<file path="src/rtl/conf_int_mac_pipe_if.sv">
// Operand/result handshake bundle for conf_int_mac_pipe.
// master drives operations and out_ready; slave is the MAC.
interface conf_int_mac_pipe_if #(
    parameter int unsigned OP_BITWIDTH  = 16,
    parameter int unsigned ACC_BITWIDTH = 40
);
    logic                    in_valid;
    logic                    in_ready;
    logic [OP_BITWIDTH-1:0]  a;
    logic [OP_BITWIDTH-1:0]  b;
    logic [OP_BITWIDTH-1:0]  c;
    logic                    apx__p;
    logic                    acc_mode;
    logic                    acc_clr;
    logic                    out_valid;
    logic                    out_ready;
    logic [ACC_BITWIDTH-1:0] d;
    logic                    ovf;

    modport master (
        output in_valid, a, b, c, apx__p, acc_mode, acc_clr, out_ready,
        input  in_ready, out_valid, d, ovf
    );

    modport slave (
        input  in_valid, a, b, c, apx__p, acc_mode, acc_clr, out_ready,
        output in_ready, out_valid, d, ovf
    );
endinterface

</file>
<file path="src/rtl/conf_int_mac_pipe.sv">
// Three-stage configurable-precision integer MAC with running accumulator.
// Define CONF_MAC_OVF_EN to build the sticky accumulator-overflow flag.
module conf_int_mac_pipe #(
    parameter int unsigned OP_BITWIDTH  = 16,
    parameter int unsigned Pn           = 8,
    parameter int unsigned ACC_BITWIDTH = 40
) (
    input logic                clk,
    input logic                rst,
    conf_int_mac_pipe_if.slave bus
);
    localparam int unsigned HW = OP_BITWIDTH - Pn;
    localparam int unsigned PW = 2 * OP_BITWIDTH;
    localparam int unsigned RW = ACC_BITWIDTH + 1;

    logic en;

    logic [2*Pn-1:0]        ll_d, ll_q;
    logic [OP_BITWIDTH-1:0] hl_d, hl_q;
    logic [OP_BITWIDTH-1:0] lh_d, lh_q;
    logic [2*HW-1:0]        hh_d, hh_q;
    logic [OP_BITWIDTH-1:0] c1_q;
    logic                   apx1_q, accm1_q, clr1_q, v1_q;

    logic [PW-1:0]          p_d, p_q;
    logic [OP_BITWIDTH-1:0] cp_d, cp_q;
    logic                   accm2_q, clr2_q, v2_q;

    logic [ACC_BITWIDTH-1:0] base;
    logic [ACC_BITWIDTH-1:0] acc_q;
    logic [ACC_BITWIDTH-1:0] d_q;
    logic [RW-1:0]           r;
    logic                    out_valid_q;

    // Whole pipe moves as one; only a held result blocks it.
    assign en            = !out_valid_q || bus.out_ready;
    assign bus.in_ready  = en;
    assign bus.out_valid = out_valid_q;
    assign bus.d         = d_q;

    always_comb begin
        ll_d = {{Pn{1'b0}}, bus.a[Pn-1:0]} * {{Pn{1'b0}}, bus.b[Pn-1:0]};
        hl_d = {{Pn{1'b0}}, bus.a[OP_BITWIDTH-1:Pn]} * {{HW{1'b0}}, bus.b[Pn-1:0]};
        lh_d = {{HW{1'b0}}, bus.a[Pn-1:0]} * {{Pn{1'b0}}, bus.b[OP_BITWIDTH-1:Pn]};
        hh_d = {{HW{1'b0}}, bus.a[OP_BITWIDTH-1:Pn]} * {{HW{1'b0}}, bus.b[OP_BITWIDTH-1:Pn]};
    end

    always_comb begin
        p_d = PW'(hh_q) << (2 * Pn);
        if (!apx1_q) begin
            p_d = p_d + (PW'(lh_q) << Pn) + (PW'(hl_q) << Pn) + PW'(ll_q);
        end
        cp_d = c1_q;
        if (apx1_q) begin
            cp_d = (c1_q >> (2 * Pn)) << (2 * Pn);
        end
    end

    // acc_q already holds the previous commit, so back-to-back accumulation needs no forwarding.
    always_comb begin
        base = (accm2_q && !clr2_q) ? acc_q : '0;
        r    = RW'(base) + RW'(p_q) + RW'(cp_q);
    end

    always_ff @(posedge clk or negedge rst) begin
        if (!rst) begin
            ll_q        <= '0;
            hl_q        <= '0;
            lh_q        <= '0;
            hh_q        <= '0;
            c1_q        <= '0;
            apx1_q      <= 1'b0;
            accm1_q     <= 1'b0;
            clr1_q      <= 1'b0;
            v1_q        <= 1'b0;
            p_q         <= '0;
            cp_q        <= '0;
            accm2_q     <= 1'b0;
            clr2_q      <= 1'b0;
            v2_q        <= 1'b0;
            acc_q       <= '0;
            d_q         <= '0;
            out_valid_q <= 1'b0;
        end else if (en) begin
            ll_q        <= ll_d;
            hl_q        <= hl_d;
            lh_q        <= lh_d;
            hh_q        <= hh_d;
            c1_q        <= bus.c;
            apx1_q      <= bus.apx__p;
            accm1_q     <= bus.acc_mode;
            clr1_q      <= bus.acc_clr;
            v1_q        <= bus.in_valid;
            p_q         <= p_d;
            cp_q        <= cp_d;
            accm2_q     <= accm1_q;
            clr2_q      <= clr1_q;
            v2_q        <= v1_q;
            out_valid_q <= v2_q;
            if (v2_q) begin
                d_q <= r[ACC_BITWIDTH-1:0];
                if (accm2_q) begin
                    acc_q <= r[ACC_BITWIDTH-1:0];
                end
            end
        end
    end

`ifdef CONF_MAC_OVF_EN
    logic ovf_q;

    always_ff @(posedge clk or negedge rst) begin
        if (!rst) begin
            ovf_q <= 1'b0;
        end else if (en && v2_q) begin
            if (accm2_q && r[ACC_BITWIDTH]) begin
                ovf_q <= 1'b1;
            end else if (clr2_q) begin
                ovf_q <= 1'b0;
            end
        end
    end

    assign bus.ovf = ovf_q;
`else
    logic unused_carry;
    assign unused_carry = r[ACC_BITWIDTH];
    assign bus.ovf      = 1'b0;
`endif
endmodule

</file>
<file path="src/flat_wrapper.sv">
// flat-port wrapper written by rule: the top's interface ports become plain ports
module conf_int_mac_pipe_flat 
#(
    parameter int unsigned OP_BITWIDTH  = 16,
    parameter int unsigned Pn           = 8,
    parameter int unsigned ACC_BITWIDTH = 40
)
  (clk, rst, bus_in_valid, bus_a, bus_b, bus_c, bus_apx__p, bus_acc_mode, bus_acc_clr, bus_out_ready, bus_in_ready, bus_out_valid, bus_d, bus_ovf);
  conf_int_mac_pipe_if #(.OP_BITWIDTH(OP_BITWIDTH), .ACC_BITWIDTH(ACC_BITWIDTH)) bus_i ();
  input logic clk;
  input logic rst;
  input wire logic [$bits(bus_i.in_valid)-1:0] bus_in_valid;
  input wire logic [$bits(bus_i.a)-1:0] bus_a;
  input wire logic [$bits(bus_i.b)-1:0] bus_b;
  input wire logic [$bits(bus_i.c)-1:0] bus_c;
  input wire logic [$bits(bus_i.apx__p)-1:0] bus_apx__p;
  input wire logic [$bits(bus_i.acc_mode)-1:0] bus_acc_mode;
  input wire logic [$bits(bus_i.acc_clr)-1:0] bus_acc_clr;
  input wire logic [$bits(bus_i.out_ready)-1:0] bus_out_ready;
  output wire logic [$bits(bus_i.in_ready)-1:0] bus_in_ready;
  output wire logic [$bits(bus_i.out_valid)-1:0] bus_out_valid;
  output wire logic [$bits(bus_i.d)-1:0] bus_d;
  output wire logic [$bits(bus_i.ovf)-1:0] bus_ovf;
  assign bus_i.in_valid = bus_in_valid;
  assign bus_i.a = bus_a;
  assign bus_i.b = bus_b;
  assign bus_i.c = bus_c;
  assign bus_i.apx__p = bus_apx__p;
  assign bus_i.acc_mode = bus_acc_mode;
  assign bus_i.acc_clr = bus_acc_clr;
  assign bus_i.out_ready = bus_out_ready;
  assign bus_in_ready = bus_i.in_ready;
  assign bus_out_valid = bus_i.out_valid;
  assign bus_d = bus_i.d;
  assign bus_ovf = bus_i.ovf;
  conf_int_mac_pipe #(.OP_BITWIDTH(OP_BITWIDTH), .Pn(Pn), .ACC_BITWIDTH(ACC_BITWIDTH)) u_core (.clk(clk), .rst(rst), .bus(bus_i));
endmodule
</file>
<file path="config.mk">
export PLATFORM = sky130hd
export DESIGN_NAME = conf_int_mac_pipe_flat
export DESIGN_NICKNAME = d
export VERILOG_FILES = /design/src/rtl/conf_int_mac_pipe_if.sv /design/src/rtl/conf_int_mac_pipe.sv /design/src/flat_wrapper.sv
export SDC_FILE = /design/constraint.sdc
export NUM_CORES = 1
export LEC_CHECK = 0
export ABC_AREA = 1
export BUFFER_PORTS_ARGS = -buffer_cell sky130_fd_sc_hd__buf_2
export CORE_MARGIN = 5
export CORE_UTILIZATION = 30
export CTS_BUF_LIST = sky130_fd_sc_hd__clkbuf_8
export DETAILED_ROUTE_END_ITERATION = 7
export GPL_ROUTABILITY_DRIVEN = 0
export PLACE_DENSITY = 0.57
export SETUP_SLACK_MARGIN = 0.02
export SYNTH_ARGS = -nofsm -noshare
export SYNTH_HDL_FRONTEND = slang
export SYNTH_SLANG_ARGS = --single-unit
</file>
<file path="constraint.sdc">
create_clock -name clk -period 3.1 [get_ports clk]
set_input_delay 0.155 -clock clk [delete_from_list [all_inputs] [get_ports clk]]
set_output_delay 0.155 -clock clk [all_outputs]
set_load 0.05 [all_outputs]
</file>
* After elaboration in Yosys (flattened, before gate mapping) *
Index checks and enable logic that the tools add are counted.

word-level totals
  output and inout bits = 43
  word-level logic and storage cells = 35
  bits in registers = 216

operators by class
  reductions and logical operators = 6
  multipliers = 4
  multiplexer cells = 3
  $add $sub $neg = 5

operators with widths
  operator                                      number
  32-bit by 24-bit adder with 32-bit output     2
  8-bit by 8-bit multiplier with 16-bit output  4
  40-bit by 16-bit adder with 40-bit output     1
  40-bit by 32-bit adder with 40-bit output     1
  40-bit two-way mux                            1
  32-bit by 16-bit adder with 32-bit output     1
  32-bit two-way mux                            1
  16-bit two-way mux                            1
  3-bit AND reduction                           1
  1-bit logical NOT                             2
  2-bit AND reduction                           1
  1-bit logical AND                             1
  1-bit logical OR                              1

* Longest topological paths before layout *
Gate-level depths: netlist of run 1.

  depth after elaboration = 5
  depth in mapped cells = 20
  depth with buffers taken out = 19

* Worst setup path before layout of run 1 *
No wires, ideal clock.

  path type = input to register
  from = input bus_a[8]
  to = register u_core.hl_q[14]
  path slack = -1.098 ns
  data required time = 2.982 ns
  stages on the path = 18
  path buffers = 2
  arrival time = 4.080 ns
  library setup time = 0.118 ns
  cells stage by stage = clkbuf_1 -> clkbuf_1 -> nand2_1 -> fa_1 -> fa_1 -> inv_1 -> fa_1 -> inv_1 -> fa_1 -> inv_1 -> ha_1 -> a21oi_1 -> o21ai_0 -> nand2_1 -> nand3_1 -> or2_2 -> nand3_1 -> nand2_1

on the way
  longest elaborated chain between the ends = 1

ends and longest elaborated chain
  item                                          line                     RTL
  start, declared                               flat_wrapper.sv:13       input wire logic [$bits(bus_i.a)-1:0] bus_a;
  8-bit by 8-bit multiplier with 16-bit output  conf_int_mac_pipe.sv:43  hl_d = {{Pn{1'b0}}, bus.a[OP_BITWIDTH-1:Pn]} * {{HW{1'b0}}, bus.b[Pn-1:0]};
  end signal, assigned                          conf_int_mac_pipe.sv:86  hl_q <= hl_d;
  end, declared                                 conf_int_mac_pipe.sv:19  logic [OP_BITWIDTH-1:0] hl_d, hl_q;

No other way between the ends.
A chain may end at the register's enable or synchronous reset.

* Final worst setup path of run 1 *
  from = input bus_a[8]
  to = register u_core.hl_q[15]

Same word-level chain as after synthesis.

==> results_dict.tcl, run 1 <==
set metrics [dict create \
    crit_chain "buf_12, nand2_4, fa_1, fa_1, inv_2, fa_1, inv_1, fa_1, inv_2, ha_4, nand2_4, nor2_4, nand3_2, nand4_1, xor2_1, o21ai_1" \
    clock-sinks 216 \
    final_cells 4279 \
    p_leak_nw 15.6 \
    fillers 7420 \
    min_path_type "input port to register" \
    clock.fmax_mhz 316 \
    overflow 0 \
    dp_cells 4165 \
    criticalPathCategory "input port to register" \
    cpMostUsedCell "fa_1" \
    crit_buf_inv 4 \
    internal-power_w 0.0133 \
    clkPwrFrac_pct 11.1 \
    vdd_ir_drop_max_mv 0.455 \
    antenna_cells 0 \
    crit_cells 16 \
    cpLargestDelayFamily "adder cells" \
    cts-root-buf "clkbuf_8" \
    grt_setup_unrepaired "true" \
    reg2reg_depth 16 \
    synth_cell_types 38 \
    vias 18900 \
    crit_fanout 4 \
    hpwl_um 48600 \
    grt_max_degree 141 \
    start_util_pct 30.3 \
    slowest_delay_ns 0.54 \
    wl_um 62000 \
    synth_xor_area_share_pct 2.22 \
    antenna_found_initial 0 \
    holdWs_ns 0.0467 \
    hold_path_depth 4 \
    tritoncts "done" \
    max-slew-margin-rel_pct 42.7 \
    core_sq_mm 0.0716 \
    syn_inst 2988 \
    die_area_sq_mm 0.0778 \
    p_sw_w 0.0129 \
    clk_path_buf_depth 3 \
    clock_skew_ns 0.0231 \
    muxShareOfSynthArea_pct 0 \
    yosys.cell_count.top_type "nand2_1" \
    route.detailed.wl_per_inst_um 14.5 \
    max_cap_violations 0 \
    violations "setup timing" \
    cp-end-kind "register" \
    async_reset_ff_share_pct 100 \
    synth_top_area_share_pct 24.9 \
    tightest_slew_ns 0.858 \
    synthSimpleGateAreaFrac_pct 24.6 \
    ys_seq_area_share_pct 24.9 \
    startpoint_type "input port" \
    yosys.area.top_type "dfrtp_1" \
    nNetsFinal 3748 \
    synth_fa_ha_area_share_pct 28.4 \
    synth_top_flop_cell "dfrtp_1" \
    synth_top_family_by_area "adder cells" \
    layout_min_cycle_time_ns 3.16 \
    synth_area_leaders "dfrtp_1 25%, fa_1 16%, nand2_1 16%" \
    numCtsBuffers 40 \
    drcViolationCount 0 \
    final_hold_viol_count 0 \
    power.density_mw_per_mm2 929 \
    slew_violations 0 \
    grt_pass1_wl_um 101000 \
    combPwrFrac_pct 70.7 \
    synth_edf_count 0 \
    die_y_um 279 \
    port_buffers 96 \
    synth_fp_nets 3429 \
    worstPathArrival_ns 3.59 \
    fin_crit_sh_pct 102 \
    clkTransAtPathRegs_ns 0.06 \
    fin_ws_ns -0.0626 \
    ios 98 \
    dp_slack_ns -0.827 \
    viasPerCell 4.42 \
    grt_use_total_pct 15.7 \
    drtAntennaViolNets 0 \
    cts_htree_levels 2 \
    yosysWarnings 0 \
    setup_viol 11 \
    drtPass1Iterations 7 \
    slowest_stage "fa_1" \
    drtIter0Drc 1089 \
    worstPathRequired_ns 3.53 \
    area_delta_synth_final_pct 29.8 \
    outcome "complete, but fails checks" \
    synth_compound_area_share_pct 7.24 \
    drive_gt1_share_pct 22.9 \
    synth_area_per_cell_sq_um 7.26 \
    seqPwrFrac_pct 18.3 \
    core.rowCount 98 \
    dieWidth_um 279 \
    swShare_pct 49.3 \
    ys_ff_latch 216 \
    worstSkewPairLatency_ns 0.57 \
    syn_area_sq_mm 0.0217 \
    synth_common_cells "920 x nand2_1, 605 x inv_1, 216 x dfrtp_1" \
    grt_pass1_vias 19100 \
]
[worst reg2reg max path, cell delays in order (launching register included)]
cell and delay [ns]:
dfrtp_1 0.39, buf_4 0.16, nor2_8 0.10, nand2_1 0.07, fa_1 0.48, inv_1 0.04
ha_1 0.20, fa_2 0.34, nand3_1 0.11, nand3_2 0.11, nand2_1 0.10, nand3_2 0.09
buf_4 0.15, nand2_1 0.05, nand2_1 0.08, xnor2_2 0.21, o21ai_1 0.10
[path summary, 6_finish.rpt]
check | startpoint | to | slack, ns
max in group asynchronous | rst | u_core.hh_q[9] | 2.06
min reg2reg | u_core.bus.d[2] | u_core.bus.d[2] | 0.46
max reg2reg | u_core.clr2_q | u_core.acc_q[13] | 0.15
min | bus_a[8] | u_core.hl_q[0] | 0.05
max | bus_a[8] | u_core.hl_q[15] | -0.06
min in group asynchronous | rst | u_core.bus.d[4] | 0.22
[power groups by stage]
stage	clock [W]	combinational [W]	sequential, W
after floorplan	0	0.0107	0.00523
after global placement	0	0.0162	0.00481
after detailed placement	0	0.0163	0.00483
after CTS	0.00298	0.0170	0.00479
after global routing	0.00310	0.0207	0.00493
final	0.00289	0.0185	0.00478
[cells in the final DEF (no fill, tap or decap), drive strengths merged, types with 91 or more instances in the layout]
cell,instances
inv,616
o21ai,175
a21oi,91
fa,178
nand2,928
dfrtp,216
nor2,177
buf,368
ha,208
nand3,142
[routing by layer]
layer | global-route usage (%) | wire, um
met2 | 25.3 | 28000
met3 | 1.60 | 2080
met4 | 2.88 | 981
met5 | 0 | 0
met1 | 23.1 | 30900
[cell type report]
type / count / area, sq um / share of cell area, %
multi-input cells: 2049 / 15100 / 53.7
flip-flops and latches: 216 / 5410 / 19.2
repair buffers: 391 / 3340 / 11.9
inverters: 609 / 2290 / 8.13
well taps: 950 / 1190 / 4.22
clock buffers: 48 / 661 / 2.35
clock inverters: 16 / 150 / 0.533
[cells by family (layout without fill, tap and decap cells)]
logic type               count (synthesis)  after routing
adder cells (fa/ha/maj)                386            386
XOR/XNOR                                55             55
other                                    1              1
AO/OA/AOI/OAI                          299            299
buffers and inverters                  723           1064
flip-flops                             216            216
AND/OR/NAND/NOR                       1308           1308
[what timing repair did]
action	CTS	global route
buffers inserted	14	14
gates resized for setup	163	242
hold endpoints to repair	108	0
hold buffers	21	0
gates cloned	1	1
setup endpoints to repair	62	92
pin swaps	81	155
[metrics by stage]
step / utilization [%] / TNS [ns] / cell area (sq um) / power [W]
global placement: 35.4 / -26.91 / 25400 / 0.0210
global route: 39.3 / -3.30 / 28100 / 0.0287
floorplan: - / -14.90 / 22700 / 0.0159
detailed placement: 35.4 / -28.20 / 25400 / 0.0211
finish: 39.3 / -0.340 / 28100 / 0.0262
CTS: 37.8 / -0.373 / 27100 / 0.0248
Power figures use the tool's default switching activity.
==> run 2, diff against run 1 <==
- ABC_AREA: 1 -> unset
==> results_dict.tcl, run 2 <==
set metrics [dict create \
    multi_input_area_sq_mm 0.0156 \
    synth_edf_count 0 \
    grt_setup_unrepaired "true" \
    syn_inst 2262 \
    criticalPathCategory "register to register" \
    max_cap_violations 0 \
    grt_max_degree 151 \
    min_from "bus_a[0]" \
    r2r_end "u_core.bus.d[21]" \
    wl_um 55700 \
    rrSetupSlack_ns -0.71 \
    dieWidth_um 269 \
    cts_htree_levels 2 \
    violations "setup timing" \
    r2r_start "u_core.clr2_q" \
    min_path_type "input port to register" \
    vias 16700 \
    die_area_sq_mm 0.0724 \
    viasPerCell 4.65 \
    drtPass1Iterations 7 \
    ys_ff_latch 216 \
    setup_viol 86 \
    antenna_found_initial 2 \
    power.density_mw_per_mm2 1020 \
    use_met2_pct 24.4 \
    final_core_util_pct 41.7 \
    overflow 0 \
    gr-usage-met3_pct 2.45 \
    hold_path_depth 4 \
    fin_crit_sh_pct 123 \
    reg2reg_depth 22 \
    synth_common_cells "415 x nand2_1, 236 x and2_1, 224 x inv_1" \
    drtIter0Drc 771 \
    clkTransAtPathRegs_ns 0.06 \
    p_total_w 0.0284 \
    cp-end-kind "register" \
    crit_fanout 5 \
    drive_gt1_share_pct 32.6 \
    start_util_pct 30.1 \
    grt_pass1_vias 17500 \
    ys_seq_area_share_pct 26.8 \
    synth_fp_nets 2703 \
    clock_skew_ns 0.0301 \
    layout_min_cycle_time_ns 3.81 \
    slew_violations 0 \
    clock-sinks 216 \
    dp_slack_ns -1.18 \
    worstPathRequired_ns 3.63 \
    hpwl_um 41500 \
    outcome "complete, but fails checks" \
    tritoncts "done" \
    nNetsFinal 3120 \
    holdWs_ns 0.0600 \
    final_hold_viol_count 0 \
    yosysWarnings 0 \
    gr-usage-met1_pct 21.1 \
    synth_top_area_share_pct 26.8 \
    clock.fmax_mhz 263 \
    max-slew-margin-rel_pct 44.5 \
    area_delta_synth_final_pct 38.6 \
    synth_top_flop_cell "dfrtp_1" \
    synth_cell_types 66 \
    core_sq_mm 0.0669 \
    startpoint_type "register" \
    vdd_ir_drop_max_mv 0.532 \
    syn_area_sq_mm 0.0201 \
    clk_path_buf_depth 3 \
    grt_busiest_layer "met2" \
    drtAntennaViolNets 0 \
    port_buffers 96 \
    hold_end "u_core.ll_q[0]" \
    final_common_cell "nand2_1" \
    worstPathArrival_ns 4.34 \
    drcViolationCount 0 \
    p_leak_nw 13.7 \
    fin_ws_ns -0.709 \
    tightest_slew_ns 0.827 \
    route.detailed.wl_per_inst_um 15.5 \
    cts-root-buf "clkbuf_8" \
    layout_common_cells "385 x nand2_1, 276 x buf_4, 215 x dfrtp_1" \
    die_y_um 269 \
    async_reset_ff_share_pct 100 \
    fillers 6421 \
    numCtsBuffers 42 \
    grt_use_total_pct 15.0 \
    grt_pass1_wl_um 89300 \
    core.rowCount 95 \
    yosys.cell_count.top_type "nand2_1" \
    yosys.area.top_type "dfrtp_1" \
    area.sequential_sq_mm 0.00541 \
    ios 98 \
    synth_area_per_cell_sq_um 8.90 \
    worstSkewPairLatency_ns 0.60 \
    final.setup.tns_ns -32.35 \
    synth_area_leaders "dfrtp_1 27%, fa_1 18%, ha_1 13%" \
]
## run 2: cell count changes after synthesis, sizes merged, moves of 15 or more
cell    previous run  this run
xor2              26        42
nor2             177       114
nand2            928       415
a21o               1        35
o21ai            175        79
nand2b             0        15
and2               1       236
nand3            142        31
xnor2             29        49
a21oi             91       119
inv              609       224
## run 2: power by group
part	internal (W)	switching, W
logic	0.00983	0.0109
registers	0.00402	0.000885
clock network	0.00151	0.00126
## run 2: what timing repair did
item,in CTS,in global routing
gates resized for setup,249,218
pin swaps,144,189
cloned,4,3
buffers inserted,32,42
hold endpoints to repair,93,0
hold buffers,24,0
setup endpoints to repair,106,110
## run 2: worst max-delay path by stage
stage | startpoint | to | cells past startpoint
3_3_place_gp | bus_b[12] | u_core.hh_q[14] | 17
4_1_cts | u_core.clr2_q | u_core.bus.d[30] | 14
3_5_place_dp | bus_b[12] | u_core.hh_q[14] | 17
6_report | u_core.clr2_q | u_core.bus.d[21] | 22
2_1_floorplan | bus_b[2] | u_core.ll_q[14] | 16
5_1_grt | u_core.clr2_q | u_core.bus.d[33] | 15
## run 2: critical path, cell delays in order (launching register included)
cell	delay, ns
dfrtp_2	0.42
nor2b_4	0.24
buf_4	0.18
and2_1	0.15
fa_1	0.47
ha_4	0.30
buf_4	0.15
nand2_1	0.10
o21ai_4	0.17
buf_4	0.16
a31oi_4	0.11
buf_4	0.16
buf_6	0.10
buf_6	0.10
buf_6	0.10
buf_6	0.10
buf_6	0.10
buf_6	0.10
o21ai_1	0.16
nor2_2	0.07
nor2_4	0.13
nand2_2	0.07
nand2_1	0.08
## run 2: area by class of cell
cell class / instances / area share [%]
multi-input combinational: 1725 / 56.0
sequential: 216 / 19.4
timing repair buffer: 470 / 14.7
tap: 873 / 3.91
inverter: 224 / 3.05
clock buffer: 52 / 2.57
clock inverter: 21 / 0.350
antenna: 1 / 0.00897
## run 2: routing by layer
metal | wire length [um] | vias up
met4 | 1080 | 0
met2 | 25300 | 299
met1 | 27100 | 8129
met3 | 2140 | 80
met5 | 0 | -
li1 | - | 8150
## run 2: stage by stage
step | instance area [sq um] | cells
3_3_place_gp | 24200 | 3415
6_report | 27900 | 3582
5_1_grt | 27900 | 3582
2_1_floorplan | 21100 | 2262
3_5_place_dp | 24200 | 3415
4_1_cts | 26600 | 3545
## run 2: cells by family after synthesis
logic type	Yosys count	synth area share (%)
other	1	0.0186
XOR/XNOR	91	3.96
AND/OR/NAND/NOR	913	21.7
buffers and inverters	322	6.06
adder cells (fa/ha/maj)	386	30.6
AO/OA/AOI/OAI	316	9.84
multiplexers	17	0.920
flip-flops	216	26.8
